[src/rtl/mouse_input_if.sv]
// Bundles the mouse button and position signals shared by mouse_input
// and whatever drives it. Clock and reset stay plain ports on the module.
interface mouse_input_if;
  logic        button_raw_;
  logic        delta_valid;
  logic [7:0]  delta_x;
  logic        recenter;
  logic        mouse_pressed_;
  logic [15:0] mouse_x;
  logic        press_event;

  // Driver side: produces raw button, deltas and strobes, observes results
  modport master (
    output button_raw_, delta_valid, delta_x, recenter,
    input  mouse_pressed_, mouse_x, press_event
  );

  // Design side: consumes raw inputs, produces debounced button and position
  modport slave (
    input  button_raw_, delta_valid, delta_x, recenter,
    output mouse_pressed_, mouse_x, press_event
  );
endinterface

[src/rtl/mouse_input.sv]
// Mouse front end: synchronizes and debounces an active-low button, and
// integrates signed horizontal deltas into a saturating absolute X position.
// The button and position paths share only the clock and reset.
module mouse_input #(
  parameter int          DEBOUNCE_CYCLES = 16,
  parameter logic [15:0] X_MAX           = 16'd639
) (
  input  logic          clock,
  input  logic          reset_,
  mouse_input_if.slave  bus
);

  typedef enum logic [1:0] {
    RELEASED        = 2'd0,
    CONFIRM_PRESS   = 2'd1,
    PRESSED         = 2'd2,
    CONFIRM_RELEASE = 2'd3
  } state_e;

  // Counter value at which a confirmation is accepted; using >= lets a
  // DEBOUNCE_CYCLES of 1 leave the confirm state after a single cycle.
  localparam logic [7:0]  CNT_LAST = 8'(DEBOUNCE_CYCLES - 1);
  localparam logic [15:0] X_MID    = X_MAX >> 1;

  logic [1:0]         sync_q, sync_d;
  logic               btn_s;
  state_e             state_q, state_d;
  logic [7:0]         cnt_q, cnt_d;
  logic               pressed_q, pressed_d;
  logic               press_q, press_d;
  logic [15:0]        x_q, x_d;
  logic signed [17:0] sum_s;
  logic signed [17:0] x_max_s;

  assign btn_s = sync_q[1];

  // Two-flop synchronizer input: shift the raw button toward btn_s
  always_comb begin
    sync_d = {sync_q[0], bus.button_raw_};
  end

  // Debounce FSM next state, counter and registered button outputs
  always_comb begin
    state_d = state_q;
    cnt_d   = cnt_q;
    case (state_q)
      RELEASED: begin
        if (btn_s == 1'b0) begin
          state_d = CONFIRM_PRESS;
          cnt_d   = 8'd1;
        end else begin
          state_d = RELEASED;
        end
      end
      CONFIRM_PRESS: begin
        if (btn_s == 1'b1) begin
          state_d = RELEASED;
          cnt_d   = 8'd0;
        end else if (cnt_q >= CNT_LAST) begin
          state_d = PRESSED;
          cnt_d   = 8'd0;
        end else begin
          cnt_d = cnt_q + 8'd1;
        end
      end
      PRESSED: begin
        if (btn_s == 1'b1) begin
          state_d = CONFIRM_RELEASE;
          cnt_d   = 8'd1;
        end else begin
          state_d = PRESSED;
        end
      end
      CONFIRM_RELEASE: begin
        if (btn_s == 1'b0) begin
          state_d = PRESSED;
          cnt_d   = 8'd0;
        end else if (cnt_q >= CNT_LAST) begin
          state_d = RELEASED;
          cnt_d   = 8'd0;
        end else begin
          cnt_d = cnt_q + 8'd1;
        end
      end
      default: begin
        state_d = RELEASED;
        cnt_d   = 8'd0;
      end
    endcase
    pressed_d = ~((state_d == PRESSED) || (state_d == CONFIRM_RELEASE));
    press_d   = (state_q == CONFIRM_PRESS) && (state_d == PRESSED);
  end

  // Position update: 18-bit signed sum so no wrap occurs before clamping
  always_comb begin
    x_max_s = $signed({2'b00, X_MAX});
    sum_s   = $signed({2'b00, x_q}) + $signed({{10{bus.delta_x[7]}}, bus.delta_x});
    x_d     = x_q;
    if (bus.recenter) begin
      x_d = X_MID;
    end else if (bus.delta_valid) begin
      if (sum_s < 18'sd0) begin
        x_d = 16'd0;
      end else if (sum_s > x_max_s) begin
        x_d = X_MAX;
      end else begin
        x_d = sum_s[15:0];
      end
    end else begin
      x_d = x_q;
    end
  end

  // State register for synchronizer, debounce FSM and position
  always_ff @(posedge clock or negedge reset_) begin
    if (!reset_) begin
      sync_q    <= 2'b11;
      state_q   <= RELEASED;
      cnt_q     <= 8'd0;
      pressed_q <= 1'b1;
      press_q   <= 1'b0;
      x_q       <= 16'd0;
    end else begin
      sync_q    <= sync_d;
      state_q   <= state_d;
      cnt_q     <= cnt_d;
      pressed_q <= pressed_d;
      press_q   <= press_d;
      x_q       <= x_d;
    end
  end

  assign bus.mouse_pressed_ = pressed_q;
  assign bus.press_event    = press_q;
  assign bus.mouse_x        = x_q;

endmodule

[src/flat_wrapper.sv]
// flat-port wrapper written by rule: the top's interface ports become plain ports
module mouse_input_flat 
#(
  parameter int          DEBOUNCE_CYCLES = 16,
  parameter logic [15:0] X_MAX           = 16'd639
)
  (clock, reset_, bus_button_raw_, bus_delta_valid, bus_delta_x, bus_recenter, bus_mouse_pressed_, bus_mouse_x, bus_press_event);
  mouse_input_if bus_i ();
  input  logic clock;
  input  logic reset_;
  input wire logic [$bits(bus_i.button_raw_)-1:0] bus_button_raw_;
  input wire logic [$bits(bus_i.delta_valid)-1:0] bus_delta_valid;
  input wire logic [$bits(bus_i.delta_x)-1:0] bus_delta_x;
  input wire logic [$bits(bus_i.recenter)-1:0] bus_recenter;
  output wire logic [$bits(bus_i.mouse_pressed_)-1:0] bus_mouse_pressed_;
  output wire logic [$bits(bus_i.mouse_x)-1:0] bus_mouse_x;
  output wire logic [$bits(bus_i.press_event)-1:0] bus_press_event;
  assign bus_i.button_raw_ = bus_button_raw_;
  assign bus_i.delta_valid = bus_delta_valid;
  assign bus_i.delta_x = bus_delta_x;
  assign bus_i.recenter = bus_recenter;
  assign bus_mouse_pressed_ = bus_i.mouse_pressed_;
  assign bus_mouse_x = bus_i.mouse_x;
  assign bus_press_event = bus_i.press_event;
  mouse_input #(.DEBOUNCE_CYCLES(DEBOUNCE_CYCLES), .X_MAX(X_MAX)) u_core (.clock(clock), .reset_(reset_), .bus(bus_i));
endmodule
[config.mk]
export PLATFORM = sky130hd
export DESIGN_NAME = mouse_input_flat
export DESIGN_NICKNAME = d
export VERILOG_FILES = /design/src/rtl/mouse_input_if.sv /design/src/rtl/mouse_input.sv /design/src/flat_wrapper.sv
export SDC_FILE = /design/constraint.sdc
export NUM_CORES = 1
export LEC_CHECK = 0
export ABC_CLOCK_PERIOD_IN_PS = 3050
export CORE_MARGIN = 2
export CORE_UTILIZATION = 30
export CTS_BUF_LIST = sky130_fd_sc_hd__clkbuf_2
export DETAILED_ROUTE_END_ITERATION = 12
export SKIP_LAST_GASP = 1
export SYNTH_ARGS = -nofsm -noshare
export SYNTH_HDL_FRONTEND = slang
export SYNTH_SLANG_ARGS = --single-unit
[constraint.sdc]
create_clock -name clock -period 3.05 [get_ports clock]
set_clock_uncertainty 0.2 [all_clocks]
set_input_delay 0.4575 -clock clock [delete_from_list [all_inputs] [get_ports clock]]
set_output_delay 0.4575 -clock clock [all_outputs]
set_load 0.03 [all_outputs]
==> results.cfg <==
[run_status]
outcome = finished, violations left
violations = setup timing

[cts]
number_of_buffers_added_by_the_clock_tree_synthesis_step = 5
clock_tree.buffer_depth = 2
clkSlewWorstSetupHoldPaths_ns = 0.13
clk_root_buffer_cell = sky130_fd_sc_hd__clkbuf_2
worst_skew_late_latency_ns = 0.36
h-tree-depth = 2
clock_sink_count = 30
tritoncts = yes
hold_buffers = 0

[routing]
drt_first_pass_iters = 4
routedLengthMet1_microns = 3000
detailed_route_via_count = 2142
dr_wl_met3_microns = 182
drt-vias-per-instance = 4.92
wl_per_cell_microns = 13.6
route.detailed.drc = 0
top_layer = met4
met2WireLength_microns = 2670
drtAntennaViolNets = 0
postRouteWirelength_microns = 5920
detailedRoute.firstIterationViolations = 157

[synth]
synth.cells.most_frequent = sky130_fd_sc_hd__dfrtp_1 (27), sky130_fd_sc_hd__a21oi_1 (22), sky130_fd_sc_hd__nand2_1 (21)
post_synth_main_area_contributors = sky130_fd_sc_hd__dfrtp_1 (29%), sky130_fd_sc_hd__ha_1 (9.8%), sky130_fd_sc_hd__a21oi_1 (4.8%), sky130_fd_sc_hd__dfstp_2 (3.4%), sky130_fd_sc_hd__nand2_1 (3.4%)
yosys.area.top_type = sky130_fd_sc_hd__dfrtp_1
proportion_of_synthesized_chip_area_in_sequential_cells_pct = 32.9
ys_ff_latch = 30
synth_top_flop_cell = sky130_fd_sc_hd__dfrtp_1
syn-mean-instance-area_sq_um = 9.21
synth.most_common_cell = sky130_fd_sc_hd__dfrtp_1
synthesized_netlist_net_count = 281
synth.lib_cells_used.distinct = 62
yosys_warnings = 0
synth-edff-count = 0
synth_top_area_share_pct = 29.5
synthesis.instances = 249
async_reset_ff_share_pct = 100
syn_area_sq_mm = 0.00229

[timing]
fmaxAchievable_mhz = 322
timing.final.ws_setup_ns = -0.0529
fin_crit_ns = 3.10
grt_setup_unrepaired = yes
finalHoldViolCount = 0
final_setup_violation_count = 7
max_slew_violation_count = 0
worst_slew_margin_rel_pct = 72.3
share_of_the_cycle_needed_by_the_critical_path_after_routing_pct = 102
tightestPinTransition_ns = 0.414

[min_path]
min_delay_path_depth = 0
start_point_of_the_worst_min_delay_path = u_core.sync_q[0]
hold_path_end = u_core.sync_q[1]
hold_class = reg -> reg

[setup_path]
crit_cells = 11
worst-endpoint-arrival_ns = 3.13
critPathMaxFanout = 6
critical_path.n_buffers_inverters = 1
criticalPathCategory = reg -> reg
critPathSlowestCell = sky130_fd_sc_hd__dfrtp_2
crit_required_ns = 3.08
worstReg2RegStart = u_core.bus.mouse_x[0]
worst_path_largest_cell_delay_ns = 0.41
regToRegEndpoint = u_core.bus.mouse_x[3]
cpLargestDelayFamily = compound AO/OA/AOI/OAI gates
crit_path_cell_trace = ha_4 -> inv_2 -> fa_2 -> nand2b_4 -> a211oi_4 -> o211ai_2 -> a221o_1 -> a311oi_2 -> nand4_2 -> o31ai_4 -> nand2_1
critPathLaunchType = flip-flop
endpoint_kind = flip-flop
setup.reg_to_reg.worst_slack_ns = -0.05
reg2regPathDepth = 11

[floorplanning]
floorplan.die.width_microns = 91.4
core.rowCount = 31
die_area_sq_mm = 0.00836
start_util_pct = 31.3
fp.dieH_microns = 91.4
io-pin-count = 31
fp.coreArea_sq_mm = 0.00733

[layout]
flow.area_growth_from_synthesis_pct = 38.1
fill_count = 696
fin_nets = 367
post_route_cells_drive_above_1_share_pct = 29.8
antenna_cells = 0

[global_routing]
vias_in_the_first_global_route = 2091
groute.usage.overall_pct = 14.5
grt_max_degree = 31
overflow = 0
wire_length_of_the_first_global_routing_pass_microns = 9960
initial_antenna_violation_count = 0

[pwr]
power.density_mw_per_mm2 = 326
total_leakage_power_nw = 1.46
power.total_mw = 1.03
vdd_ir_drop_max_mv = 0.289

[placed_design]
dp_hpwl_microns = 4760
place.port_buffers = 30
place.gp.congestion = 0.843
dp_worst_setup_slack_ns = -0.689

[run]
max-cap-violations = 0
[state kept, by name, summed over array words and instances (netlist names)]
name and cells:
u_core.bus.press_event 1, u_core.sync_q 2, u_core.cnt_q 8, u_core.state_q 2, u_core.bus.mouse_x 16, u_core.bus.mouse_pressed_ 1
[kinds of logic after synthesis]
logic type | after synthesis | share of synthesized area (%)
flops | 30 | 32.9
buf+inv | 25 | 6.06
mux | 2 | 0.873
fa+ha+maj | 19 | 10.7
xor+xnor | 9 | 3.44
compound gates | 82 | 27.2
simple gates | 82 | 18.9
[layout by cell type (no fill, tap or decap), types with 4 or more instances in the layout]
cell type / instances
sky130_fd_sc_hd__clkbuf_2: 7
sky130_fd_sc_hd__clkdlybuf4s50_1: 27
sky130_fd_sc_hd__a221oi_1: 6
sky130_fd_sc_hd__a21oi_1: 22
sky130_fd_sc_hd__xnor2_1: 7
sky130_fd_sc_hd__buf_4: 60
sky130_fd_sc_hd__a211oi_2: 4
sky130_fd_sc_hd__nand3_1: 9
sky130_fd_sc_hd__o21ai_0: 7
sky130_fd_sc_hd__inv_1: 13
sky130_fd_sc_hd__a211oi_1: 4
sky130_fd_sc_hd__dfrtp_1: 25
sky130_fd_sc_hd__nor2_1: 16
sky130_fd_sc_hd__nor3_1: 5
sky130_fd_sc_hd__ha_1: 17
sky130_fd_sc_hd__a21o_1: 7
sky130_fd_sc_hd__and2_1: 11
sky130_fd_sc_hd__o21a_1: 4
sky130_fd_sc_hd__nand2_1: 21
[worst reg2reg max path: cells and delay by family (launching register included)]
kind / cells / cell delay [ns]
AO/OA/AOI/OAI: 5 / 1.43
buffers and inverters: 1 / 0.03
AND/OR/NAND/NOR: 3 / 0.46
flip-flops: 1 / 0.41
adder cells (fa/ha/maj): 2 / 0.47
[metrics by stage]
step                TNS [ns]  std cells  cell area (sq um)  hold WS (ns)  utilization, %
floorplan                  0        249               2320       -0.0381               -
global placement       -5.97        422               3070         0.149            41.8
detailed placement     -6.42        422               3070         0.147            41.8
CTS                   -0.327        433               3140         0.171            42.8
global route           -1.49        435               3170         0.179            43.2
finish                -0.277        435               3170         0.168            43.2
[how the worst max path moves through the flow]
stage | start | endpoint | slack [ns]
2_1_floorplan | u_core.bus.mouse_x[0] | u_core.bus.mouse_x[0] | 0.03
3_3_place_gp | bus_delta_x[0] | u_core.bus.mouse_x[3] | -0.62
3_5_place_dp | bus_delta_x[0] | u_core.bus.mouse_x[0] | -0.69
4_1_cts | u_core.bus.mouse_x[0] | u_core.bus.mouse_x[3] | -0.06
5_1_grt | u_core.bus.mouse_x[0] | u_core.bus.mouse_x[0] | -0.19
6_report | u_core.bus.mouse_x[0] | u_core.bus.mouse_x[3] | -0.05
[power breakdown]
group          internal [mW]  leakage, nW  switching [mW]
clock network         0.0614       0.0306           0.133
registers              0.414        0.374          0.0145
logic                  0.202         1.06           0.210
total                  0.677         1.46           0.357
[final cells by class]
class / instances / area, sq um / share of cell area (%)
well taps: 99 / 124 / 3.91
clock buffers: 7 / 35.0 / 1.11
flip-flops and latches: 30 / 757 / 23.9
clock inverters: 1 / 3.75 / 0.118
inverters: 14 / 52.6 / 1.66
multi-input cells: 194 / 1450 / 45.6
repair buffers: 90 / 751 / 23.7
[timing repair]
action,4_1_cts,5_1_grt
pin swaps,9,14
gates resized for setup,5,4
buffers inserted,3,2
setup endpoints to repair,10,10
[metal layers]
| layer | up-vias | GRT usage (%) |
|---|---|---|
| li1 | 1096 | - |
| met2 | 37 | 22.8 |
| met4 | 0 | 3.91 |
| met1 | 1001 | 20.8 |
| met5 | - | 0 |
| met3 | 8 | 2.07 |
(Power assumes the default switching activity.)
==> RTL change 1, RTL diff (config.mk and constraints unchanged) <==
The 4 states of `state_e` get a Gray code encoding in 2 bits.
--- a/src/rtl/mouse_input.sv
+++ b/src/rtl/mouse_input.sv
@@ -11,10 +11,10 @@
 );
 
   typedef enum logic [1:0] {
-    RELEASED        = 2'd0,
-    CONFIRM_PRESS   = 2'd1,
-    PRESSED         = 2'd2,
-    CONFIRM_RELEASE = 2'd3
+    RELEASED        = 2'b00,
+    CONFIRM_PRESS   = 2'b01,
+    PRESSED         = 2'b11,
+    CONFIRM_RELEASE = 2'b10
   } state_e;
 
   // Counter value at which a confirmation is accepted; using >= lets a
Behaviour: same outputs for any inputs over 10 cycles, from zero or initial values and one cycle with reset_ low; not proved beyond that.
==> RTL change 1 against the original RTL <==
  * The flow still finishes with violations (setup timing)
  * Sequential power hardly changed
  * Routed wire length is 2.0% higher
  * Critical path type is now in -> reg
  * Sequential cell count stayed put
  * Via count is 2.5% higher
  * Design area is 13% higher
  * Largest cell class unchanged
  * Setup slack worse by 0.043 ns
  * Clock power is 100% higher
  * Total power is 21% higher
  * Count of clock-buffer cells in the layout is 2 lower
  * Cell count is 3.2% higher
  * Synthesized area is 2.0% higher
==> RTL change 1: results (changes against the original RTL) <==
status=finished with violations (unchanged); failing checks=setup timing (unchanged); Worst-Margin Slew=0.679 ns (was 0.414 ns); slowest cell delay on critical path=0.47 ns (was 0.41 ns); worst setup margin=-0.0961 ns (was -0.0529 ns); Final GP Congestion=0.877 (was 0.843); Final setup viols=3 (was 7); Synth top cells by count=dfrtp_1, nand2_1, ha_1, a21oi_1, o21ai_0 (was dfrtp_1, a21oi_1, nand2_1, ha_1, nor2_1); Slowest-stage cell, CP=or4_4 (was dfrtp_2); LEAKAGE=1.55 nW (was 1.46 nW); power per cell area=351 nW/um^2 (was 326 nW/um^2); via count=2195 (was 2142); largest cells by area after synthesis=dfrtp_1, ha_1, nand2_1 (was dfrtp_1, ha_1, a21oi_1); met3 usage=0.0309 (was 0.0207); Iter 0 DRT Violations=61 (was 157); clock latency on the worst-skew pair=0.39 ns (was 0.36 ns); GR Util met2=0.255 (was 0.228); DRT met1 WL=2900 um (was 3000 um); syn nets=287 (was 281); combinational share of power=0.350 (was 0.398); Setup TNS Final=-0.256 ns (was -0.277 ns); dpl hpwl=4640 um (was 4760 um); Met3 Routed Length=215 um (was 182 um); post-DR vias/cell=4.89 (was 4.92); Switch Pwr=0.396 mW (was 0.357 mW); CP delay by family, top=simple AND/OR/NAND/NOR gates (was compound AO/OA/AOI/OAI gates); largest fanout on the critical path=4 (was 6); Synth Area in Adders=0.132 (was 0.107); first-pass GRT wire length=10200 um (was 9960 um); GR Util met1=0.194 (was 0.208)
==> RTL change 1: cell families after synthesis <==
family | after synthesis
AO/OA/AOI/OAI | 85
AND/OR/NAND/NOR | 77
flip-flops | 30
adder cells (fa/ha/maj) | 24
buffers and inverters | 19
XOR/XNOR | 10
multiplexers | 5
==> RTL change 1: layout make-up <==
type / count / area, sq um / area share
timing repair buffer: 96 / 828 / 0.231
clock buffer: 5 / 25.0 / 0.00699
inverter: 12 / 45.0 / 0.0126
clock inverter: 3 / 63.8 / 0.0178
tap: 102 / 128 / 0.0357
sequential: 30 / 766 / 0.214
multi-input combinational: 201 / 1720 / 0.481
==> RTL change 1: worst register-to-register path, stage by stage, from the launching register on <==
cell and delay [ns]:
dfrtp_2 0.46, ha_4 0.16, inv_2 0.05, fa_2 0.21, nor2b_2 0.05, o2111a_1 0.25, nor3_2 0.26, a21oi_2 0.10
mux2i_1 0.13, or4_4 0.53, or4_4 0.47, o21a_1 0.20
==> RTL change 1: repair_timing <==
| action | 4_1_cts | 5_1_grt |
|---|---|---|
| setup endpoints to repair | 10 | 9 |
| gates resized for setup | 14 | 4 |
| cloned | 1 | 0 |
| pin swaps | 6 | 1 |
| buffers inserted | 1 | 1 |
| hold buffers | 0 | 0 |
==> RTL change 1: final timing paths <==
check | startpoint | cells after the start | slack (ns) | endpoint
worst max register to register | u_core.bus.mouse_x[0] | 11 | -0.09 | u_core.bus.mouse_x[6]
min in group asynchronous | reset_ | 2 | 0.20 | u_core.bus.mouse_x[9]
max in group asynchronous | reset_ | 2 | 2.08 | u_core.sync_q[1]
worst min register to register | u_core.sync_q[0] | 0 | 0.17 | u_core.sync_q[1]
worst max-delay path | bus_delta_x[7] | 11 | -0.1 | u_core.bus.mouse_x[6]
worst min-delay path | u_core.sync_q[0] | 0 | 0.17 | u_core.sync_q[1]
==> RTL change 2, RTL diff (config.mk and constraints unchanged) <==
Made on the original files. `DEBOUNCE_CYCLES` is set to 16 in 2 places; all go to 15.
--- a/src/rtl/mouse_input.sv
+++ b/src/rtl/mouse_input.sv
@@ -2,7 +2,7 @@
 // integrates signed horizontal deltas into a saturating absolute X position.
 // The button and position paths share only the clock and reset.
 module mouse_input #(
-  parameter int          DEBOUNCE_CYCLES = 16,
+  parameter int          DEBOUNCE_CYCLES = 15,
   parameter logic [15:0] X_MAX           = 16'd639
 ) (
   input  logic          clock,
--- a/src/flat_wrapper.sv
+++ b/src/flat_wrapper.sv
@@ -1,7 +1,7 @@
 // flat-port wrapper written by rule: the top's interface ports become plain ports
 module mouse_input_flat 
 #(
-  parameter int          DEBOUNCE_CYCLES = 16,
+  parameter int          DEBOUNCE_CYCLES = 15,
   parameter logic [15:0] X_MAX           = 16'd639
 )
   (clock, reset_, bus_button_raw_, bus_delta_valid, bus_delta_x, bus_recenter, bus_mouse_pressed_, bus_mouse_x, bus_press_event);
Check against the original RTL: same outputs for any inputs over 10 cycles, from zero or initial values and one cycle with reset_ low; that may be too few to reach the edited logic, so the function may still have changed.
==> RTL change 2 against the original RTL <==
  * Count of clock-buffer cells in the layout is 2 lower
  * Design area shrank 0.24%
  * Setup slack better by 0.064 ns
  * Synthesized area shrank 5.6%
  * Total power up 2.2%
  * Critical path depth up 1
  * First-iteration DRC count fell by 27%
  * Sequential cell count unchanged
  * Routed wire length is 1.1% lower
  * Largest cell class unchanged
==> RTL change 2: results (changes against the original RTL) <==
post-DR vias/cell=5.00 (was 4.92); dpl hpwl=4470 um (was 4760 um); Final GP Congestion=0.867 (was 0.843); proportion of layout cells with a drive suffix above 1=0.309 (was 0.298); WL met2=2890 um (was 2670 um); Seq area share=0.239 (about the same); Synth top cells by count=dfrtp_1, ha_1, nand2_1, a21oi_1, nor2_1 (was dfrtp_1, a21oi_1, nand2_1, ha_1, nor2_1); post-synthesis mux area share=0.00462 (was 0.00873); Netlist cell types=52 (was 62); status=completed (was finished with violations); vias in the first global route=1957 (was 2091); GRT Total Usage=0.155 (was 0.145); DRT met1 WL=2680 um (was 3000 um); Met3 Routed Length=181 um (was 182 um); Synth Area in Compound Gates=0.268 (was 0.272); Nets=346 (was 367); Synth Area in Adders=0.119 (was 0.107); clock latency on the worst-skew pair=0.38 ns (was 0.36 ns); Detailed Route WL=5850 um (was 5920 um); # clk buffers=5 (was 7); XOR/XNOR Fraction of Synth Area=0.0526 (was 0.0344); Seq/Total Area, Yosys=0.349 (was 0.329); Seq pwr share=0.408 (was 0.414); # fillers=672 (was 696); GR Util met1=0.207 (was 0.208); GR Util met2=0.248 (was 0.228); largest fanout on the critical path=7 (was 6); syn nets=261 (was 281); Peak VDD IR=0.000252 V (was 0.000289 V); Setup Slack @ Placement=-0.572 ns (was -0.689 ns); power per cell area=335 nW/um^2 (was 326 nW/um^2); Post-CTS Setup Repair Bufs=2 (was 3); Multi-In Gates=180 (was 194); met3 usage=0.0323 (was 0.0207); largest cells by area after synthesis=dfrtp_1, ha_1, xnor2_1 (was dfrtp_1, ha_1, a21oi_1); normalized max-slew margin=0.638 (was 0.723)
-- RTL change 2: cell types whose count changed in the layout (fill, tap and decap cells not counted), moves of 4 or more --
cell / change
a211oi_2: -4
a21oi_1: -12
a21oi_2: +4
nand3_1: -5
a211oi_1: -4
a221oi_1: -6
o21ai_0: +6
nand2b_1: +4
buf_4: -6
o221a_1: +6
ha_4: +4
nand2_1: -5
-- RTL change 2: final timing paths --
check | from | end | slack, ns | cells after the start
setup / recovery | bus_delta_x[1] | u_core.bus.mouse_x[0] | 0.01 | 12
hold / removal | u_core.sync_q[0] | u_core.sync_q[1] | 0.17 | 0
setup reg to reg | u_core.bus.mouse_x[7] | u_core.bus.mouse_x[0] | 0.06 | 11
hold reg to reg | u_core.sync_q[0] | u_core.sync_q[1] | 0.17 | 0
max in group asynchronous | reset_ | u_core.bus.mouse_pressed_ | 2.07 | 2
min in group asynchronous | reset_ | u_core.cnt_q[0] | 0.24 | 2
